==> src/rtl/mul_iter_su.sv <==
// Iterative WIDTH x WIDTH multiplier with per-operand signedness.
// Define MUL_RADIX4_EN for the radix-4 Booth datapath (default radix-2).
module mul_iter_su #(
  parameter int WIDTH = 32
) (
  input  logic               clk,
  input  logic               rst_n,
  input  logic               in_valid,
  output logic               in_ready,
  input  logic [WIDTH-1:0]   x,
  input  logic [WIDTH-1:0]   y,
  input  logic               x_signed,
  input  logic               y_signed,
  output logic [2*WIDTH-1:0] p,
  output logic               out_valid,
  output logic               busy
);

  localparam int AW = 2*WIDTH+1;
  localparam int CW = $clog2(WIDTH+1);
`ifdef MUL_RADIX4_EN
  localparam int LAST = WIDTH/2;
  localparam int YW   = WIDTH+2;
`else
  localparam int LAST = WIDTH-1;
  localparam int YW   = WIDTH;
`endif

  typedef enum logic [1:0] {
    IDLE,
    CALC,
    DONE
  } state_t;

  state_t state_q, state_d;

  logic [WIDTH:0] x_ext;
  logic [AW-1:0]  xs;
  logic [AW-1:0]  acc;
  logic [AW-1:0]  acc_nx;
  logic [YW-1:0]  ysh;
  logic           yb;
  logic [CW-1:0]  cnt;
  logic           accept;
  logic           last;

  assign accept = in_valid && in_ready;
  assign last   = (cnt == CW'(LAST));
  assign xs     = {{(AW-WIDTH-1){x_ext[WIDTH]}}, x_ext};

`ifdef MUL_RADIX4_EN
  logic [AW-1:0] term;
  logic          neg;

  // Booth digit from {y[2i+1], y[2i], y[2i-1]} scales x into acc
  always_comb begin
    term = '0;
    neg  = 1'b0;
    unique case ({ysh[1:0], yb})
      3'b001, 3'b010: term = xs;
      3'b011:         term = xs << 1;
      3'b100: begin
        term = xs << 1;
        neg  = 1'b1;
      end
      3'b101, 3'b110: begin
        term = xs;
        neg  = 1'b1;
      end
      default:        term = '0;
    endcase
    if (neg)
      acc_nx = acc - (term << {cnt, 1'b0});
    else
      acc_nx = acc + (term << {cnt, 1'b0});
  end
`else
  // Shift-add; signed multiplier MSB carries negative weight
  always_comb begin
    acc_nx = acc;
    if (ysh[0]) begin
      if (last && yb)
        acc_nx = acc - (xs << cnt);
      else
        acc_nx = acc + (xs << cnt);
    end
  end
`endif

  // State register
  always_ff @(posedge clk) begin
    if (!rst_n)
      state_q <= IDLE;
    else
      state_q <= state_d;
  end

  // Next-state: accept from IDLE/DONE, finish after last step
  always_comb begin
    state_d = state_q;
    unique case (state_q)
      IDLE:    if (accept) state_d = CALC;
      CALC:    if (last)   state_d = DONE;
      DONE:    if (accept) state_d = CALC;
      default: state_d = IDLE;
    endcase
  end

  // Datapath, handshake flags and held result
  always_ff @(posedge clk) begin
    if (!rst_n) begin
      busy      <= 1'b0;
      in_ready  <= 1'b1;
      out_valid <= 1'b0;
      p         <= '0;
      acc       <= '0;
      cnt       <= '0;
      x_ext     <= '0;
      ysh       <= '0;
      yb        <= 1'b0;
    end else begin
      busy     <= (state_d == CALC);
      in_ready <= (state_d != CALC);
      if (accept) begin
        x_ext     <= {x_signed & x[WIDTH-1], x};
        acc       <= '0;
        cnt       <= '0;
        out_valid <= 1'b0;
`ifdef MUL_RADIX4_EN
        ysh <= {{2{y_signed & y[WIDTH-1]}}, y};
        yb  <= 1'b0;
`else
        ysh <= y;
        yb  <= y_signed;
`endif
      end else if (state_q == CALC) begin
        acc <= acc_nx;
        cnt <= cnt + 1'b1;
`ifdef MUL_RADIX4_EN
        ysh <= ysh >> 2;
        yb  <= ysh[1];
`else
        ysh <= ysh >> 1;
`endif
        if (last) begin
          p         <= acc_nx[2*WIDTH-1:0];
          out_valid <= 1'b1;
        end
      end
    end
  end

endmodule
==> config.mk <==
export PLATFORM = sky130hd
export DESIGN_NAME = mul_iter_su
export DESIGN_NICKNAME = d
export VERILOG_FILES = /design/src/rtl/mul_iter_su.sv
export SDC_FILE = /design/constraint.sdc
export NUM_CORES = 1
export LEC_CHECK = 0
export BUFFER_PORTS_ARGS = -buffer_cell sky130_fd_sc_hd__buf_2
export CAP_MARGIN = 30
export CORE_ASPECT_RATIO = 2
export CORE_MARGIN = 5
export CORE_UTILIZATION = 62
export CTS_CLUSTER_DIAMETER = 150
export CTS_CLUSTER_SIZE = 24
export DETAILED_ROUTE_END_ITERATION = 12
export PLACE_DENSITY = 0.86
export SLEW_MARGIN = 0
export SYNTH_ARGS = -nofsm -noshare
export SYNTH_HDL_FRONTEND = slang
export SYNTH_SLANG_ARGS = --single-unit
export TNS_END_PERCENT = 5
==> constraint.sdc <==
create_clock -name clk -period 7.1 [get_ports clk]
set_input_delay 1.065 -clock clk [delete_from_list [all_inputs] [get_ports clk]]
set_output_delay 1.065 -clock clk [all_outputs]
set_load 0.05 [all_outputs]
==> impl_results.md <==
* Psw at 0.00108 W
* Synth Net Count at 2298
* CTS Buffer Depth at 3
* Seq pwr share at 42.3%
* Worst Path Buf+Inv at 2
* Final setup fails at 0
* GRT Total Usage at 40.0%
* # IOs at 136
* Slowest cell on crit path: or4b_4
* CTS root buffer: clkbuf_16
* Worst setup path endpoint: acc[62]
* H-tree levels at 1
* CTS tree: done
* Die Y at 243 um
* DRT Wirelength at 63.3 mm
* Net Sw Frac at 36.2%
* Row count at 85
* Number of enable flip-flop cells after synthesis at 0
* Drt pass-1 iters at 7
* Worst slew margin relative to its limit at 34.6%
* Ys Warns at 0
* CP Capture Type: flip-flop
* Place WS at -0.0549 ns
* Share of cells above drive strength 1 at 16.6%
* Lkg Pwr at about 7.4 nW
* Finished layout cell area at 0.0185 sq mm
* # placed instances at between 2000 and 3000
* Ys flop type: dfxtp_1
* HPWL after detailed placement at 49.1 mm
* Outcome: completed
* CP Cell Sequence: buf_12, buf_4, mux2_2, mux4_2, mux2i_2, mux2_2, a21oi_1, or4b_4, nor4_4, nand2_1, o31ai_1, xor2_1, ha_1, and2_1, and3_1, and4_1, o2bb2ai_1, a211o_1, a41o_1, a221oi_1, xor2_1, o21ai_0, and2_1
* Final setup margin at 0.176 ns
* Starting density of the core at a little over three fifths
* Vias in the first global route at between 15000 and 20000
* GRT overflow at 0
* Maxcap violations at 0
* Power Internal at 0.00191 W
* Startpoint types: flip-flop
* Die area at 0.0308 sq mm
* Power density over the cells at 162 mW/mm^2
* Syn_area_per_cell at just under 8 sq um
* Vias/cell at 6.79
* Diode count at 0
* Largest net degree at the start of global routing at 100
* R2R Path End: acc[62]
* Clock Skew at 0.0296 ns
* Final instance count without filler cells at about 2600
* Fraction of registers with async set/reset at 0%
* Setup slack, reg-to-reg at 0.18 ns
* Comb power frac at about a third
* First-pass GRT wire length at approximately 98 mm
* Vias at 17700
* CP peak stage delay at about 0.63 ns
* Final min period at 6.92 ns
* Wire per inst at 24.3 um
* RSZ-0062 raised after global routing: false
* Critical path depth at 23
* Final Hold Vio Count at 0
* CP arrival at 7.34 ns
* 1st-iter DRT viols at around 1400
* GP Congestion at ~1.1
* Total CTS buffers at 12
* Number of clock sinks at 205
* Port bufs at around 140
* Max Freq at about 140 MHz
* Worst reg2reg path depth at 23
* Worst-path clk slew at about 0.11 ns
* Distinct cells, synth at between 100 and 150
* Sequential fraction of the synthesis area at 24.4%
* Worst Path Required at 7.52 ns
* Max Slew Vio Count at 0
* Post-route antenna net violation count at 0
* Layout area overhead at 9.65%
* Clock Power Share at approximately a quarter
* Crit-path leading delay family: simple AND/OR/NAND/NOR gates
* Initial antenna violation count at 0
* Hold Crit Class: flip-flop to flip-flop
* #FFs+latches synth at between 200 and 250
* # DRC at 0
* Nets at roughly 2400
* Tcrit/Tclk final at 97.5%
* Post-place instance area at between 0.015 and 0.02 sq mm
* CP Launch Point: cnt[3]
* Filler cell count at 2216
* Synth Cell Area at roughly 0.017 sq mm
* Cts hold-fix bufs at 0
* Core footprint at 0.0269 sq mm
* Setup TNS at 0 ns
* Die width at about 130 um
* Crit Path Max Fanout at 30
* Peak VDD IR at 0.278 mV
* Synth Instances at 2163
* Worst-Skew Late Latency at about 0.52 ns
* Tightest Pin Transition at 0.981 ns
* CP Class: flip-flop to flip-flop
* R2R Path Start: cnt[3]
-- flip-flops by register name, indices dropped and copies added (netlist names) --
name       flops
acc           64
busy           1
cnt            6
in_ready       1
out_valid      1
p             64
state_q        2
x_ext         33
yb             1
ysh           32
-- routing by layer --
layer / vias up / track usage (%) / part of all wire [%]
met5: - / 0 / 0
li1: 8096 / - / -
met4: 0 / 34.9 / 11
met3: 376 / 6.23 / 6.7
met1: 8305 / 40.1 / 32
met2: 907 / 70.2 / 50
-- layout by cell type, fill, tap and decap left out, types with 39 or more instances in the layout --
cell / n
a311oi_1: 39
nor2_1: 234
o21ai_0: 106
ha_1: 65
buf_4: 96
a211oi_1: 97
xnor2_1: 57
xor2_1: 59
mux2i_1: 101
buf_2: 136
a21oi_1: 209
dfxtp_1: 200
nand2_1: 294
-- tightest hold or removal path: cells and delay by family, from the launching register on --
family,cells,cell delay (ns)
flops,1,0.32
simple gates,1,0.05
compound gates,1,0.05
-- final cells by class --
class                      instances  area [sq um]  area share (%)
sequential                       205          4120            22.3
tap                              348           435            2.36
clock inverter                     1          16.3          0.0880
timing repair buffer             236          1480            7.99
inverter                          35           134           0.724
multi-input combinational       1764         12000            64.7
clock buffer                      15           333            1.80
-- power groups by stage --
stage	Combinational, W	Clock, W	Sequential [W]
2_1_floorplan	0.000682	0	0.00126
3_3_place_gp	0.000916	0	0.00129
3_5_place_dp	0.000932	0	0.00129
4_1_cts	0.000940	0.000761	0.00126
5_1_grt	0.00104	0.000802	0.00127
6_report	0.000966	0.000756	0.00126
-- worst min path at each step --
stage	from	to	slack [ns]	depth (start not counted)
finish	p[7]	p[7]	0.46	2
global route	p[13]	p[13]	0.47	2
CTS	p[7]	p[7]	0.45	2
detailed placement	p[7]	p[7]	0.44	2
global placement	p[2]	p[2]	0.44	2
floorplan	yb	yb	0.45	2
-- cell usage after synthesis, drive strengths merged (15+ instances only) --
cell	n	area, sq um
a211oi	100	766
a21o	36	270
a21oi	209	1050
a311oi	39	342
a31oi	17	106
and2	22	140
and3	15	93.8
buf	47	309
clkbuf	112	420
dfxtp	205	4100
ha	65	813
inv	33	124
mux2	31	353
mux2i	103	1030
mux4	35	792
nand2	298	1120
nand2b	20	125
nand3	31	160
nor2	235	882
nor2b	29	181
nor3	26	141
o21a	17	128
o21ai	108	541
xnor2	57	499
xor2	60	533
-- metrics by stage --
step | util (%) | hold WS [ns] | power, W
final | 68.7 | 0.456 | 0.00299
after global routing | 68.7 | 0.475 | 0.00312
after CTS | 68.4 | 0.454 | 0.00296
after detailed placement | 67.1 | 0.442 | 0.00222
after global placement | 67.0 | 0.440 | 0.00220
after floorplan | - | 0.445 | 0.00194
-- kinds of logic after synthesis --
family | Yosys count | share of synthesized area [%]
AO/OA/AOI/OAI | 676 | 27.0
XOR/XNOR | 117 | 6.12
adder cells (fa/ha/maj) | 66 | 4.94
buffers and inverters | 194 | 5.11
flip-flops | 205 | 24.4
multiplexers | 169 | 12.9
AND/OR/NAND/NOR | 736 | 19.6
-- repair_timing --
action / 4_1_cts / 5_1_grt
resized for setup: 3 / 9
pin swaps: 0 / 3
setup endpoints to repair: 1 / 25
buffers inserted: 0 / 3
Power figures use the tool's default switching activity.
